**config.mk**
```make
export PLATFORM = sky130hd
export DESIGN_NAME = ctrl_sequencer
export DESIGN_NICKNAME = d
export VERILOG_FILES = /design/src/rtl/definitions.sv /design/src/rtl/insn_decode.sv /design/src/rtl/ctrl_sequencer.sv
export SDC_FILE = /design/constraint.sdc
export NUM_CORES = 1
export LEC_CHECK = 0
export BUFFER_PORTS_ARGS = -buffer_cell sky130_fd_sc_hd__buf_2
export CAP_MARGIN = 15
export CORE_AREA = 2 2 75 77
export DETAILED_ROUTE_END_ITERATION = 6
export DIE_AREA = 0 0 77 79
export GPL_TIMING_DRIVEN = 1
export PLACE_DENSITY = 0.86
export SLEW_MARGIN = 5
export SYNTH_ARGS = -nofsm -noshare
export SYNTH_HDL_FRONTEND = slang
export SYNTH_SLANG_ARGS = --single-unit
```
**constraint.sdc**
```tcl
create_clock -name clk -period 5.1 [get_ports clk]
set_clock_uncertainty 0.1 [all_clocks]
set_input_delay 0.765 -clock clk [delete_from_list [all_inputs] [get_ports clk]]
set_output_delay 0.765 -clock clk [all_outputs]
set_load 0.02 [all_outputs]
```
**src/rtl/definitions.sv**
```systemverilog
// Shared control-path types and constants for the accumulator core:
// ALU opcodes, the decoded control bundle, sequencer states and instruction classes.
package definitions;

  localparam logic [3:0] kPASS_A   = 4'd0;
  localparam logic [3:0] kADD      = 4'd1;
  localparam logic [3:0] kSUB      = 4'd2;
  localparam logic [3:0] kAND      = 4'd3;
  localparam logic [3:0] kOR       = 4'd4;
  localparam logic [3:0] kXOR      = 4'd5;
  localparam logic [3:0] kNOT_A    = 4'd6;
  localparam logic [3:0] kSHIFT_L  = 4'd7;
  localparam logic [3:0] kSHIFT_R  = 4'd8;
  localparam logic [3:0] kSHIFT_ON = 4'd9;

  // Top-seven-bit opcodes of the non-ALU instructions (ALU class is MSB = 0).
  localparam logic [6:0] OP_LOAD   = 7'b1000000;
  localparam logic [6:0] OP_STORE  = 7'b1000001;
  localparam logic [6:0] OP_BOZ    = 7'b1000010;
  localparam logic [6:0] OP_BZ     = 7'b1000011;
  localparam logic [6:0] OP_SHL    = 7'b1000100;
  localparam logic [6:0] OP_SHR    = 7'b1000101;
  localparam logic [6:0] OP_SHON   = 7'b1000110;
  localparam logic [6:0] OP_MOVR   = 7'b1001000;

  typedef struct packed {
    logic       Format;
    logic       AccRead;
    logic [1:0] RegWrite;
    logic       Branch;
    logic [1:0] ALUSrcB;
    logic       MemWrite;
    logic [1:0] MemtoReg;
    logic [3:0] ALUOp;
    logic       OverflowSwitch;
  } ctrl_t;

  localparam ctrl_t CTRL_RESET = '{Format: 1'b1, AccRead: 1'b0, RegWrite: 2'd0,
                                   Branch: 1'b0, ALUSrcB: 2'd0, MemWrite: 1'b0,
                                   MemtoReg: 2'd0, ALUOp: kPASS_A, OverflowSwitch: 1'b0};

  typedef enum logic [2:0] {
    S_IDLE   = 3'd0,
    S_FETCH  = 3'd1,
    S_DECODE = 3'd2,
    S_EXEC   = 3'd3,
    S_MEM    = 3'd4,
    S_WB     = 3'd5,
    S_HALT   = 3'd6
  } seq_state_t;

  typedef enum logic [2:0] {
    LOAD    = 3'd0,
    STORE   = 3'd1,
    ALU     = 3'd2,
    BRANCH  = 3'd3,
    ILLEGAL = 3'd4
  } insn_class_t;

endpackage

```
**src/rtl/insn_decode.sv**
```systemverilog
// Purely combinational instruction decoder shared by the multi-cycle sequencer
// and the single-cycle core; unknown opcodes raise the halt flag.
module insn_decode
  import definitions::*;
#(
  parameter int IW = 9
) (
  input  logic [IW-1:0] ir,
  output ctrl_t         ctrl,
  output insn_class_t   cls,
  output logic          halt
);

  logic [6:0] opc;
  logic       unused_operand;

  assign opc            = ir[IW-1:IW-7];
  assign unused_operand = ^ir[IW-8:0];

  // Opcode to control-bundle mapping; anything not listed is illegal.
  always_comb begin
    ctrl = CTRL_RESET;
    cls  = ILLEGAL;
    halt = 1'b1;
    if (opc[6] == 1'b0) begin
      // Accumulator ALU ops: operation in bits [5:4], immediate select in bit 3.
      ctrl.AccRead  = 1'b1;
      ctrl.RegWrite = 2'd2;
      ctrl.ALUSrcB  = {1'b0, opc[3]};
      ctrl.ALUOp    = {2'b00, opc[5:4]};
      cls           = ALU;
      halt          = 1'b0;
    end else begin
      case (opc)
        OP_LOAD: begin
          ctrl.Format = 1'b0; ctrl.RegWrite = 2'd1; ctrl.MemtoReg = 2'd1;
          ctrl.ALUSrcB = 2'd2; ctrl.ALUOp = kADD; cls = LOAD; halt = 1'b0;
        end
        OP_STORE: begin
          ctrl.Format = 1'b0; ctrl.AccRead = 1'b1; ctrl.MemWrite = 1'b1;
          ctrl.ALUSrcB = 2'd2; ctrl.ALUOp = kADD; cls = STORE; halt = 1'b0;
        end
        OP_BOZ, OP_BZ: begin
          ctrl.Format = 1'b0; ctrl.Branch = 1'b1; ctrl.OverflowSwitch = (opc == OP_BOZ);
          cls = BRANCH; halt = 1'b0;
        end
        OP_SHL, OP_SHR, OP_SHON: begin
          ctrl.Format = 1'b0; ctrl.AccRead = 1'b1; ctrl.RegWrite = 2'd2;
          ctrl.ALUOp = (opc == OP_SHL) ? kSHIFT_L : ((opc == OP_SHR) ? kSHIFT_R : kSHIFT_ON);
          cls = ALU; halt = 1'b0;
        end
        OP_MOVR: begin
          ctrl.Format = 1'b0; ctrl.AccRead = 1'b1; ctrl.RegWrite = 2'd1;
          ctrl.ALUOp = kPASS_A; cls = ALU; halt = 1'b0;
        end
        default: begin
          cls  = ILLEGAL;
          halt = 1'b1;
        end
      endcase
    end
  end

endmodule

```
**src/rtl/ctrl_sequencer.sv**
```systemverilog
// Multi-cycle FETCH/DECODE/EXEC/MEM/WB control sequencer with req/ack memory
// handshakes, data-memory timeout fault and a saturating retired counter.
module ctrl_sequencer
  import definitions::*;
#(
  parameter int IW          = 9,
  parameter int MEM_TIMEOUT = 15,
  parameter int CNT_W       = 16
) (
  input  logic             clk,
  input  logic             reset,
  input  logic             start,
  output logic             imem_req,
  input  logic             imem_ack,
  input  logic [IW-1:0]    imem_rdata,
  output logic             dmem_req,
  input  logic             dmem_ack,
  output logic [IW-1:0]    ir,
  output ctrl_t            ctrl,
  output logic             reg_we,
  output logic             pc_en,
  output logic             halted,
  output logic             fault,
  output logic [CNT_W-1:0] retired
);

  localparam logic [7:0]       TIMEOUT = 8'(MEM_TIMEOUT);
  localparam logic [CNT_W-1:0] CNT_MAX = {CNT_W{1'b1}};

  seq_state_t  state, state_nxt;
  insn_class_t cls, dec_cls;
  ctrl_t       dec_ctrl;
  logic        dec_halt;
  logic [7:0]  wait_cnt;
  logic        mem_timeout;

  insn_decode #(.IW(IW)) u_decode (
    .ir   (ir),
    .ctrl (dec_ctrl),
    .cls  (dec_cls),
    .halt (dec_halt)
  );

  // An ack on the last allowed wait cycle still wins over the timeout.
  assign mem_timeout = (wait_cnt == TIMEOUT) && !dmem_ack;

  // Next-state logic.
  always_comb begin
    state_nxt = state;
    case (state)
      S_IDLE:   state_nxt = start ? S_FETCH : S_IDLE;
      S_FETCH:  state_nxt = imem_ack ? S_DECODE : S_FETCH;
      S_DECODE: state_nxt = dec_halt ? S_HALT : S_EXEC;
      S_EXEC:   state_nxt = (cls == LOAD || cls == STORE) ? S_MEM : S_WB;
      S_MEM: begin
        if (dmem_ack) begin
          state_nxt = S_WB;
        end else if (mem_timeout) begin
          state_nxt = S_HALT;
        end else begin
          state_nxt = S_MEM;
        end
      end
      S_WB:     state_nxt = S_FETCH;
      S_HALT:   state_nxt = S_HALT;
      default:  state_nxt = S_IDLE;
    endcase
  end

  // State, datapath-facing registers and registered Moore outputs.
  always_ff @(posedge clk) begin
    if (reset) begin
      state    <= S_IDLE;
      cls      <= ALU;
      wait_cnt <= 8'd0;
      ir       <= {IW{1'b0}};
      ctrl     <= CTRL_RESET;
      imem_req <= 1'b0;
      dmem_req <= 1'b0;
      reg_we   <= 1'b0;
      pc_en    <= 1'b0;
      halted   <= 1'b0;
      fault    <= 1'b0;
      retired  <= {CNT_W{1'b0}};
    end else begin
      state    <= state_nxt;
      imem_req <= (state_nxt == S_FETCH);
      dmem_req <= (state_nxt == S_MEM);
      pc_en    <= (state_nxt == S_WB);
      reg_we   <= (state_nxt == S_WB) && (ctrl.RegWrite == 2'd1);
      halted   <= (state_nxt == S_HALT);
      fault    <= fault | ((state == S_MEM) && mem_timeout);
      wait_cnt <= ((state == S_MEM) && (state_nxt == S_MEM)) ? wait_cnt + 8'd1 : 8'd0;
      if ((state == S_FETCH) && imem_ack) begin
        ir <= imem_rdata;
      end
      if (state == S_DECODE) begin
        ctrl <= dec_ctrl;
        cls  <= dec_cls;
      end
      if ((state_nxt == S_WB) && (retired != CNT_MAX)) begin
        retired <= retired + CNT_W'(1);
      end
    end
  end

endmodule

```
# Word-level counts from Yosys, hierarchy flattened
# Index checks and enable logic that the tools add are counted.
dict set report totals {
  register_bits 60
  latchBits 0
  mem_bits_rw 0
  romBits 0
  input_bits 14
  output_inout_bits 46
  word_cells 92
  mem_count 0
}
dict set report classes {
  n_addsub 2
  mul 0
  div_mod_pow 0
  n_lt_le_gt_ge 0
  eq_ne 22
  n_shift 0
  n_mux 28
  bitwise 2
  n_reduce_logical 18
}
# cell n
set op_table {}
lappend op_table {{$eq A7 B7 Y1 const B} 8}
lappend op_table {{$pmux W3 S7} 1}
lappend op_table {{$eq A3 B3 Y1 const B} 6}
lappend op_table {{$add A16 B1 Y16 const B} 1}
lappend op_table {{$ne A16 B16 Y1 const B} 1}
lappend op_table {{$mux W1} 13}
lappend op_table {{$mux W3} 4}
lappend op_table {{$pmux W3 S4} 1}
lappend op_table {{$mux W2} 5}
lappend op_table {{$eq A3 B1 Y1 const B} 3}
lappend op_table {{$add A8 B1 Y8 const B} 1}
lappend op_table {{$eq A8 B4 Y1 const B} 1}
lappend op_table {{$mux W4} 2}
lappend op_table {{$pmux W4 S2} 1}
lappend op_table {{$reduce_or A2 Y1} 4}
lappend op_table {{$reduce_or A8 Y1} 1}
lappend op_table {{$eq A3 B2 Y1 const B} 2}
lappend op_table {{$logic_and A1 B1 Y1} 6}
lappend op_table {{$logic_not A3 Y1} 2}
lappend op_table {{$reduce_or A5 Y1} 1}
lappend op_table {{$pmux W2 S2} 1}
lappend op_table {{$reduce_or A4 Y1} 1}
lappend op_table {{$reduce_or A3 Y1} 1}
lappend op_table {{$eq A2 B1 Y1 const B} 1}
lappend op_table {{4 further kinds} 4}

# Depth between registers and ports, before layout
# Gate-level depths: netlist (run 1).
dict set report depth {
  ltp_word 10
  mapped_depth 6
  depth_no_buf 5
}

# Cells and area by module
# A second synthesis (run 1) with hierarchy kept.
dict set report unflattened {
  hier_cells 345
  area_unflattened_um2 2720.1
}
# mod instances cells_per_inst area_per_inst_um2 seq_area_each_um2
set by_module_without_submodules {}
lappend by_module_without_submodules {ctrl_sequencer 1 296 2428.6 1181.1}
lappend by_module_without_submodules {insn_decode 1 49 291.5 0.0}

# Least setup slack after synthesis (run 1)
# Ideal clock, no wire load.
dict set report synth_timing {
  path_kind {reg-to-reg}
  start {reg retired[0]}
  end {reg retired[4]}
  setup_ps 121
  arrival_ps 1807
  t_required_ps 4879
  setup_slack_ps 3073
  stages_incl_launch_ff 6
  path_buffers 1
  synth_period_minus_slack_ps 2027
  cell_sequence {dfxtp_1 -> ha_1 -> clkbuf_1 -> inv_1 -> a2111oi_0 -> mux2_2}
}
dict set report synth_between {
  elab_chain_cells 2
  word_cells_on_any_way 3
  cone_classes {add/sub (1); eq/ne (1); reduce/logical (1)}
}
# item line_no
set synth_lines {}
lappend synth_lines {{start, declared} ctrl_sequencer.sv:24} ;# output logic [CNT_W-1:0] retired
lappend synth_lines {{start signal, assigned} ctrl_sequencer.sv:84} ;# retired <= {CNT_W{1'b0}};
lappend synth_lines {{start signal, assigned} ctrl_sequencer.sv:102} ;# retired <= retired + CNT_W'(1);
lappend synth_lines {{parallel branches: the longest is 2 deep, another holds $add A16 B1 Y16} -}
# Several ways; the timed one is not identified.
# A chain may end at the register's enable or synchronous reset.

# Final worst setup path (run 1)
dict set report layout_timing {
  start {reg retired[1]}
  end {reg retired[5]}
}
# Same word-level chain as after synthesis.

==> reports/metrics.csv, run 1 <==
metric,value,unit
fin crit share,0.435,
endpoints failing setup,0,
synth top area cells,"dfxtp_1 (41%), nand2_1 (5.9%), a21oi_1 (5.4%)",
crit path DAT,2.35,ns
number of synthesized flops with an enable pin,0,
ANT nets after route,0,
Hold Crit Class,register to register,
synth cell count leaders,"dfxtp_1 (58), nand2_1 (44), nor2_1 (31)",
Initial DRC Count,169,
Starting Density,0.525,
CTS hold repair buffers,0,
first-pass GRT wire length,11000,um
worst skew pair latency,0.34,ns
"Async S/R FF share, synth",0,
DRC Markers,0,
fillers,482,
status,finished clean,
vias in the first global route,2498,
Row Count,27,
number of detailed-route iterations in the first pass,4,
leading area contributor after synthesis,dfxtp_1,
"Distinct cells, synth",59,
Post-DP HPWL,4470,um
IO Pins,60,
Die Width,77,um
clock sink total,58,
Leakage,1.23,nW
Via density,5.77,
PwrDens,285,nW/um2
port bufs,58,
worst path cell trace,"ha_1, nand3_1, nor4_1, nor4_1, mux2_2",
largest net degree at the start of global routing,55,
"Seq/Total Area, Yosys",0.415,
initial antenna violation count,0,
total global routing overflow,0,
Pwr Total,930,uW
die area,6080,um2
Final Hold Vio Count,0,
Max Fclk,450,MHz
Synth Flop Type,dfxtp_1,
Max-Cap Viols,0,
layout net count,400,
Synth top area share,0.415,
share of layout cells above drive strength 1,0.232,
Max Buffers Root-to-Sink,2,
top-count cell post-synth,dfxtp_1,
CTS tree,done,
post-synthesis average cell area,8.33,um2
Ys Warns,0,
crit-path max cell delay,0.67,ns
max_slew headroom,0.391,
CP Class,register to register,
gpl congestion,0.831,
CTS resizes,0,
WL final,6480,um
Worst Tran Pin Value,0.914,ns
final slew viol count,0,
CTS root buf,clkbuf_8,
htree depth,3,
Layout Area Growth over Synthesis,16.4,%
Total GRT Usage,0.224,
worst-path fanout max,10,
Mapped Area,2800,um2
Diodes inserted,0,
TNS Setup,0,ns
setup bufs post-CTS,0,
Inserted Clock Buffers,9,
"Slowest-stage cell, CP",nor4_1,
Mapped Cells,336,
Synthesized Nets,352,
CP dominant cell by count,nor4_1,
minimum clock period,2.22,ns
clock slew at reported path FFs,0.07,ns
vias after detailed routing,2656,
#FFs+latches synth,58,
Die Y,79,um
Peak VDD IR,0.140,mV
RSZ-0062 raised after global routing,no,
CP Data Required Time,5.23,ns
CP Launch Type,register,
core area,5340,um2
CP Capture Type,register,
DR WL/cell,14.1,um
[per-layer routing]
layer | wire, um | vias to the layer above | GRT usage | part of all wire
li1 | - | 1322 | - | -
met1 | 3010 | 1230 | 0.287 | 0.46
met2 | 2970 | 92 | 0.344 | 0.46
met3 | 363 | 12 | 0.0659 | 0.056
met4 | 132 | 0 | 0.111 | 0.020
met5 | 0 | - | 0 | 0
[per-stage QoR]
| step | cells | worst slack [ns] | hold WS (ns) | utilization | instance area [um2] |
|---|---|---|---|---|---|
| 5_1_grt | 460 | 2.71 | 0.374 | 0.611 | 3260 |
| 4_1_cts | 460 | 2.90 | 0.358 | 0.611 | 3260 |
| 3_3_place_gp | 445 | 2.82 | 0.341 | 0.579 | 3090 |
| 2_1_floorplan | 336 | 3.07 | 0.333 | - | 2800 |
| 6_report | 460 | 2.88 | 0.355 | 0.611 | 3260 |
| 3_5_place_dp | 445 | 2.79 | 0.346 | 0.579 | 3090 |
[kinds of logic after synthesis]
logic type | share of synthesized area
xor+xnor | 0.0188
compound gates | 0.158
mux | 0.0322
flops | 0.415
other cells | 0.00134
simple gates | 0.322
buf+inv | 0.0442
fa+ha+maj | 0.00894
[final cells by class]
class	count	area (um2)	share of cell area
Inverter	9	33.8	0.0104
Multi-Input combinational cell	248	1520	0.465
Timing Repair Buffer	58	290	0.0891
Clock buffer	10	138	0.0422
Clock inverter	5	31.3	0.00960
Tap cell	72	90.1	0.0276
Sequential cell	58	1160	0.356
[worst paths after layout]
kind | from | end | cells after the start | slack [ns]
max | retired[1]$_SDFFE_PP0P_ | retired[5]$_SDFFE_PP0P_ | 5 | 2.88
min | ctrl[7]$_SDFFE_PP0P_ | ctrl[7]$_SDFFE_PP0P_ | 2 | 0.35
max reg2reg | retired[1]$_SDFFE_PP0P_ | retired[5]$_SDFFE_PP0P_ | 5 | 2.88
min reg2reg | ctrl[7]$_SDFFE_PP0P_ | ctrl[7]$_SDFFE_PP0P_ | 2 | 0.35
[state kept, by name, summed over array words and instances, names as in the netlist]
name      count
halted        1
imem_req      1
dmem_req      1
pc_en         1
state         3
fault         1
retired      16
cls           2
ir            9
ctrl         14
wait_cnt      8
reg_we        1
[layout by cell type (no fill, tap or decap), types with 4 or more instances in the layout]
| master | synthesis | final |
|---|---|---|
| nor4_1 | 17 | 17 |
| clkbuf_8 | 0 | 10 |
| nor3_1 | 11 | 11 |
| and4_1 | 4 | 4 |
| a21oi_1 | 30 | 30 |
| xnor2_1 | 5 | 5 |
| dfxtp_1 | 58 | 58 |
| nor2_1 | 31 | 31 |
| or4_1 | 5 | 5 |
| mux2_2 | 8 | 8 |
| o21ai_0 | 9 | 9 |
| nor4b_1 | 4 | 4 |
| nor2b_1 | 8 | 8 |
| nand2_1 | 44 | 44 |
| inv_1 | 9 | 9 |
| nand3_1 | 8 | 8 |
| buf_2 | 3 | 58 |
| nand4_1 | 6 | 6 |
[critical path, delay by kind of cell, from the launching register on]
| kind | cells | cell delay (ns) |
|---|---|---|
| adder cells (fa/ha/maj) | 1 | 0.41 |
| flip-flops | 1 | 0.39 |
| multiplexers | 1 | 0.31 |
| AND/OR/NAND/NOR | 3 | 0.91 |
[power breakdown]
group          internal, mW  switching [mW]  leakage, nW  total (mW)
Clock                 0.184           0.180       0.0879       0.364
Sequential            0.463          0.0187        0.469       0.482
Combinational        0.0307          0.0531        0.672      0.0837
Note: power is estimated with default switching activity, not from simulation.
==> inputs of run 2 (changes only) <==
--- a/config.mk
+++ b/config.mk
@@ -7,11 +7,11 @@
 export LEC_CHECK = 0
 export BUFFER_PORTS_ARGS = -buffer_cell sky130_fd_sc_hd__buf_2
 export CAP_MARGIN = 15
-export CORE_AREA = 2 2 75 77
+export CORE_AREA = 2 2 76 78
 export DETAILED_ROUTE_END_ITERATION = 6
-export DIE_AREA = 0 0 77 79
+export DIE_AREA = 0 0 78 80
 export GPL_TIMING_DRIVEN = 1
-export PLACE_DENSITY = 0.86
+export PLACE_DENSITY = 0.84
 export SLEW_MARGIN = 5
 export SYNTH_ARGS = -nofsm -noshare
 export SYNTH_HDL_FRONTEND = slang
==> constraint.sdc (replaced) <==
create_clock -name clk -period 2.09 [get_ports clk]
set_clock_uncertainty 0.1 [all_clocks]
set_input_delay 0.3135 -clock clk [delete_from_list [all_inputs] [get_ports clk]]
set_output_delay 0.3135 -clock clk [all_outputs]
set_load 0.02 [all_outputs]
==> run 2 against run 1 <==
  * Clock power increased to 3.1 times the previous value
  * Cell count rose by 4.1%
  * Wire length up 3.9%
  * Core utilization grew 2.8 points
  * Sequential cell count did not move
  * Sequential share of layout area shrank 2.0 points
  * Die area is 2.6% higher
  * Power grew to 2.7 times the previous value
  * Combinational power rose to 2.9 times the previous value
  * Largest power group unchanged
==> reports/metrics.csv, run 2 (synthesis gave the netlist of run 1 again) <==
metric,value,unit
status,finished clean,
Max-Cap Viols,0,
Row Count,27,
GR Util met3,0.0600,
Worst Tran Pin Value,0.625,ns
design area,3450,um2
Total GRT Usage,0.221,
Die Y,80,um
Max Buffers Root-to-Sink,2,
Leakage,1.34,nW
core area,5410,um2
Final Hold Vio Count,0,
CP Class,register to register,
fin crit share,0.956,
CP dominant cell by count,nor4_1,
Seq. cell area,1160,um2
PwrDens,737,nW/um2
layout net count,418,
DRC Markers,0,
multi-input logic area,1520,um2
crit-path max cell delay,0.41,ns
max_slew headroom,0.572,
Peak VDD IR,0.596,mV
CTS tree,done,
ANT nets after route,0,
clock sink total,58,
Starting Density,0.518,
vias after detailed routing,2697,
port bufs,58,
"Cell Area, Placed",3230,um2
share of layout cells above drive strength 1,0.268,
Inserted Clock Buffers,9,
initial antenna violation count,0,
Via density,5.63,
largest net degree at the start of global routing,36,
worst path cell trace,"ha_1, inv_1, buf_4, nor4_1, nor4_1, mux2_2",
crit path DAT,2.11,ns
IO Pins,60,
Layout Area Growth over Synthesis,23.2,%
Setup WS post-layout,0.0928,ns
final slew viol count,0,
CTS root buf,clkbuf_8,
die area,6240,um2
most frequent cells in the layout,"dfxtp_1 (58), buf_2 (58), nand2_1 (44), nor2_1 (31), a21oi_1 (30)",
"Slowest-stage cell, CP",dfxtp_1,
setup bufs post-CTS,0,
WL final,6730,um
pre-CTS setup slack,0.0418,ns
minimum hold slack,0.110,ns
vias in the first global route,2409,
largest registers,"retired x16, ctrl x14, ir x9",
minimum clock period,2.00,ns
fillers,481,
met1 Use GR,0.291,
Hold Crit Class,input port to register,
CP Capture Type,register,
total global routing overflow,0,
htree depth,3,
gpl congestion,0.901,
worst-path fanout max,10,
Die Width,78,um
clock slew at reported path FFs,0.07,ns
endpoints failing setup,0,
R2R Setup Slk,0.09,ns
CP Launch Type,register,
worst skew pair latency,0.33,ns
max reg flops,16,
CP Data Required Time,2.21,ns
Initial DRC Count,216,
first-pass GRT wire length,10900,um
final design utilization,0.638,
GRT Max-Usage Layer,met2,
Max Fclk,501,MHz
met2 usage,0.341,
DR WL/cell,14.1,um
Post-DP HPWL,4850,um
number of detailed-route iterations in the first pass,4,
Largest Register,retired,
Diodes inserted,0,
## run 2: cell types whose count changed in the layout (fill, tap and decap cells not counted)
| cell | before | now |
|---|---|---|
| buf_4 | 0 | 18 |
| bufinv_16 | 0 | 2 |
| clkbuf_1 | 0 | 1 |
| a2111oi_0 | 3 | 2 |
| clkinv_4 | 1 | 0 |
| clkinv_2 | 3 | 2 |
| a2111oi_2 | 0 | 1 |
## run 2: path summary, 6_finish.rpt
path / startpoint / endpoint / cells past startpoint
setup / recovery: retired[0]$_SDFFE_PP0P_ / retired[7]$_SDFFE_PP0P_ / 6
hold / removal: imem_rdata[4] / ir[4]$_SDFFE_PP0P_ / 3
setup reg to reg: retired[0]$_SDFFE_PP0P_ / retired[7]$_SDFFE_PP0P_ / 6
hold reg to reg: cls[2]$_SDFFE_PP0P_ / cls[2]$_SDFFE_PP0P_ / 2
## run 2: power breakdown
| group | internal, mW | switching [mW] |
|---|---|---|
| sequential | 1.13 | 0.0300 |
| clock | 0.700 | 0.439 |
| combinational | 0.0953 | 0.151 |
## run 2: metrics by stage
step | power [mW] | std cells | TNS [ns]
6_report | 2.54 | 479 | 0
3_3_place_gp | 1.42 | 463 | 0
3_5_place_dp | 1.43 | 463 | 0
5_1_grt | 2.64 | 479 | -0.00603
4_1_cts | 2.56 | 479 | 0
2_1_floorplan | 1.35 | 336 | 0
## run 2: final cells by class
cell class | instances | area share
Clock buffer | 11 | 0.0410
Multi-Input combinational cell | 248 | 0.441
Clock inverter | 5 | 0.0225
Sequential cell | 58 | 0.336
Timing Repair Buffer | 76 | 0.123
Tap cell | 72 | 0.0261
Inverter | 9 | 0.00979
## run 2: critical path: cells and delay by family, from the launching register on
family        cells  cell delay [ns]
fa+ha+maj         1             0.41
buf+inv           2             0.31
flops             1             0.41
simple gates      2             0.35
mux               1             0.30
## run 2: timing repair
action / 4_1_cts / 5_1_grt
setup endpoints to repair: 0 / 1
gates resized for setup: 0 / 2
hold buffers: 0 / 0
endpoints found under the hold margin: 0 / 0
## run 2: layer usage
layer	wire length, um	vias to the layer above
li1	-	1360
met1	3150	1248
met2	3120	83
met3	379	6
met4	81	0
met5	0	-
==> inputs of run 3 (changes only) <==
--- a/config.mk
+++ b/config.mk
@@ -11,7 +11,7 @@
 export DETAILED_ROUTE_END_ITERATION = 6
 export DIE_AREA = 0 0 78 80
 export GPL_TIMING_DRIVEN = 1
-export PLACE_DENSITY = 0.84
+export PLACE_DENSITY_LB_ADDON = 0.08
 export SLEW_MARGIN = 5
 export SYNTH_ARGS = -nofsm -noshare
 export SYNTH_HDL_FRONTEND = slang
==> run 3 against run 2 <==
  * First-iteration DRC count decreased by 4.2%
  * Sequential share of layout area increased by 0.12 points
  * Register-to-register slack gained 0.09 ns
  * Die area unchanged
  * Critical path depth shrank 2
  * Cell count rose by 0.63%
  * Largest power group unchanged
  * Wire length increased by 1.2%
  * Count of clock-buffer cells in the layout is 1 higher
  * Combinational power grew 3%
  * Highest routed layer unchanged
  * Sequential power barely moved
  * Critical path type unchanged
  * Largest cell class unchanged
==> reports/metrics.csv, run 3 (synthesis gave the netlist of run 1 again) <==
metric,value,unit
status,finished clean,
Leakage,1.35,nW
"Buf+Inv Stages, Crit Path",0,
minimum hold slack,0.118,ns
pre-CTS setup slack,0.106,ns
vias in the first global route,2429,
IO Pins,60,
"Slowest-stage cell, CP",a2111oi_0,
initial antenna violation count,0,
largest registers,"retired x16, ctrl x14, ir x9",
DRC Markers,0,
Max Fclk,524,MHz
WL final,6810,um
RR Endpoint,retired[4]$_SDFFE_PP0P_,
clock slew at reported path FFs,0.07,ns
Hold Crit Class,input port to register,
fin crit share,0.913,
Inserted Clock Buffers,9,
Crit. path cell count,4,
CP Data Required Time,2.22,ns
max_slew headroom,0.633,
reg2reg start,state[1]$_SDFF_PP0_,
number of detailed-route iterations in the first pass,4,
final design utilization,0.637,
total global routing overflow,0,
clock sink total,58,
worst path cell trace,"nor3b_4, a2bb2oi_2, a2111oi_0, mux2_2",
first-pass GRT wire length,11200,um
Layout Area Growth over Synthesis,22.9,%
share of layout cells above drive strength 1,0.271,
worst skew pair latency,0.33,ns
Total GRT Usage,0.227,
"most common cell after layout, fill and taps aside",buf_2,
Max-Cap Viols,0,
CTS tree,done,
crit path DAT,2.03,ns
core area,5410,um2
gpl congestion,0.853,
PwrDens,698,nW/um2
hold_sp,imem_rdata[8],
Worst Tran Pin Value,0.536,ns
Row Count,27,
final slew viol count,0,
crit-path max cell delay,0.50,ns
Peak VDD IR,0.642,mV
worst-path fanout max,13,
DR WL/cell,14.1,um
vias after detailed routing,2716,
Top delay family on crit path,compound AO/OA/AOI/OAI gates,
CP Capture Type,register,
Post-DP HPWL,4780,um
path depth of the worst reg2reg path,4,
CP Class,register to register,
ANT nets after route,0,
design area,3440,um2
minimum clock period,1.91,ns
Die Width,78,um
hold depth,3,
hold endpoint,ir[8]$_SDFFE_PP0P_,
max reg flops,16,
Starting Density,0.518,
die area,6240,um2
layout net count,422,
Die Y,80,um
htree depth,3,
port bufs,58,
endpoints failing setup,0,
Diodes inserted,0,
RSZ-0062 raised after global routing,no,
Final Hold Vio Count,0,
most frequent cells in the layout,"buf_2 (58), dfxtp_1 (57), nand2_1 (44), nor2_1 (31), a21oi_1 (30)",
Setup WS post-layout,0.181,ns
"Cell Area, Placed",3240,um2
Largest Register,retired,
Max Buffers Root-to-Sink,2,
largest net degree at the start of global routing,54,
CTS root buf,clkbuf_8,
Initial DRC Count,207,
R2R Setup Slk,0.18,ns
CP Launch Type,register,
TNS Setup,0,ns
Via density,5.63,
[run 3: cell types whose count changed in the layout (fill, tap and decap cells not counted), sizes merged]
cell | previous run | this run
clkbuf | 11 | 12
buf | 76 | 80
clkinvlp | 1 | 0
bufinv | 2 | 1
[run 3: how the worst max path moves through the flow]
stage / from / end / slack [ns]
finish: state[1]$_SDFF_PP0_ / retired[4]$_SDFFE_PP0P_ / 0.18
CTS: state[1]$_SDFF_PP0_ / retired[4]$_SDFFE_PP0P_ / 0.1
global route: ir[4]$_SDFFE_PP0P_ / state[0]$_SDFF_PP0_ / 0.003
global placement: state[1]$_SDFF_PP0_ / retired[4]$_SDFFE_PP0P_ / 0.17
floorplan: retired[0]$_SDFFE_PP0P_ / retired[4]$_SDFFE_PP0P_ / 0.06
detailed placement: state[1]$_SDFF_PP0_ / retired[4]$_SDFFE_PP0P_ / 0.11
[run 3: area by class of cell]
| cell class | count | area (um2) |
|---|---|---|
| Clock buffer | 12 | 145 |
| Clock inverter | 3 | 40.0 |
| Fill cell | 501 | 1960 |
| Inverter | 9 | 33.8 |
| Multi-Input combinational cell | 248 | 1520 |
| Sequential cell | 58 | 1160 |
| Tap cell | 72 | 90.1 |
| Timing Repair Buffer | 80 | 455 |
[run 3: worst min-delay path: cells and delay by family]
kind,cells,cell delay (ns)
AO/OA/AOI/OAI,1,0.05
AND/OR/NAND/NOR,1,0.04
buffers and inverters,1,0.10
[run 3: repair_timing]
action / CTS / global route
resized for setup: 0 / 1
hold buffers: 0 / 0
setup endpoints to repair: 0 / 2
setup buffers: 0 / 2
[run 3: metrics by stage]
stage,power (mW),cells
4_1_cts,2.43,480
6_report,2.40,482
5_1_grt,2.50,482
3_5_place_dp,1.43,465
2_1_floorplan,1.35,336
3_3_place_gp,1.43,465
[run 3: report_power, final]
group | internal [mW] | switching, mW | total, mW
Combinational | 0.0984 | 0.156 | 0.254
Clock | 0.573 | 0.419 | 0.992
Sequential | 1.13 | 0.0274 | 1.16
[run 3: per-layer routing]
layer  up-vias  GRT usage  part of all wire
met5         -          0                 0
met4         0      0.133             0.022
met3        15     0.0554             0.051
met2        75      0.324              0.44
met1      1259      0.309              0.49
li1       1367          -                 -
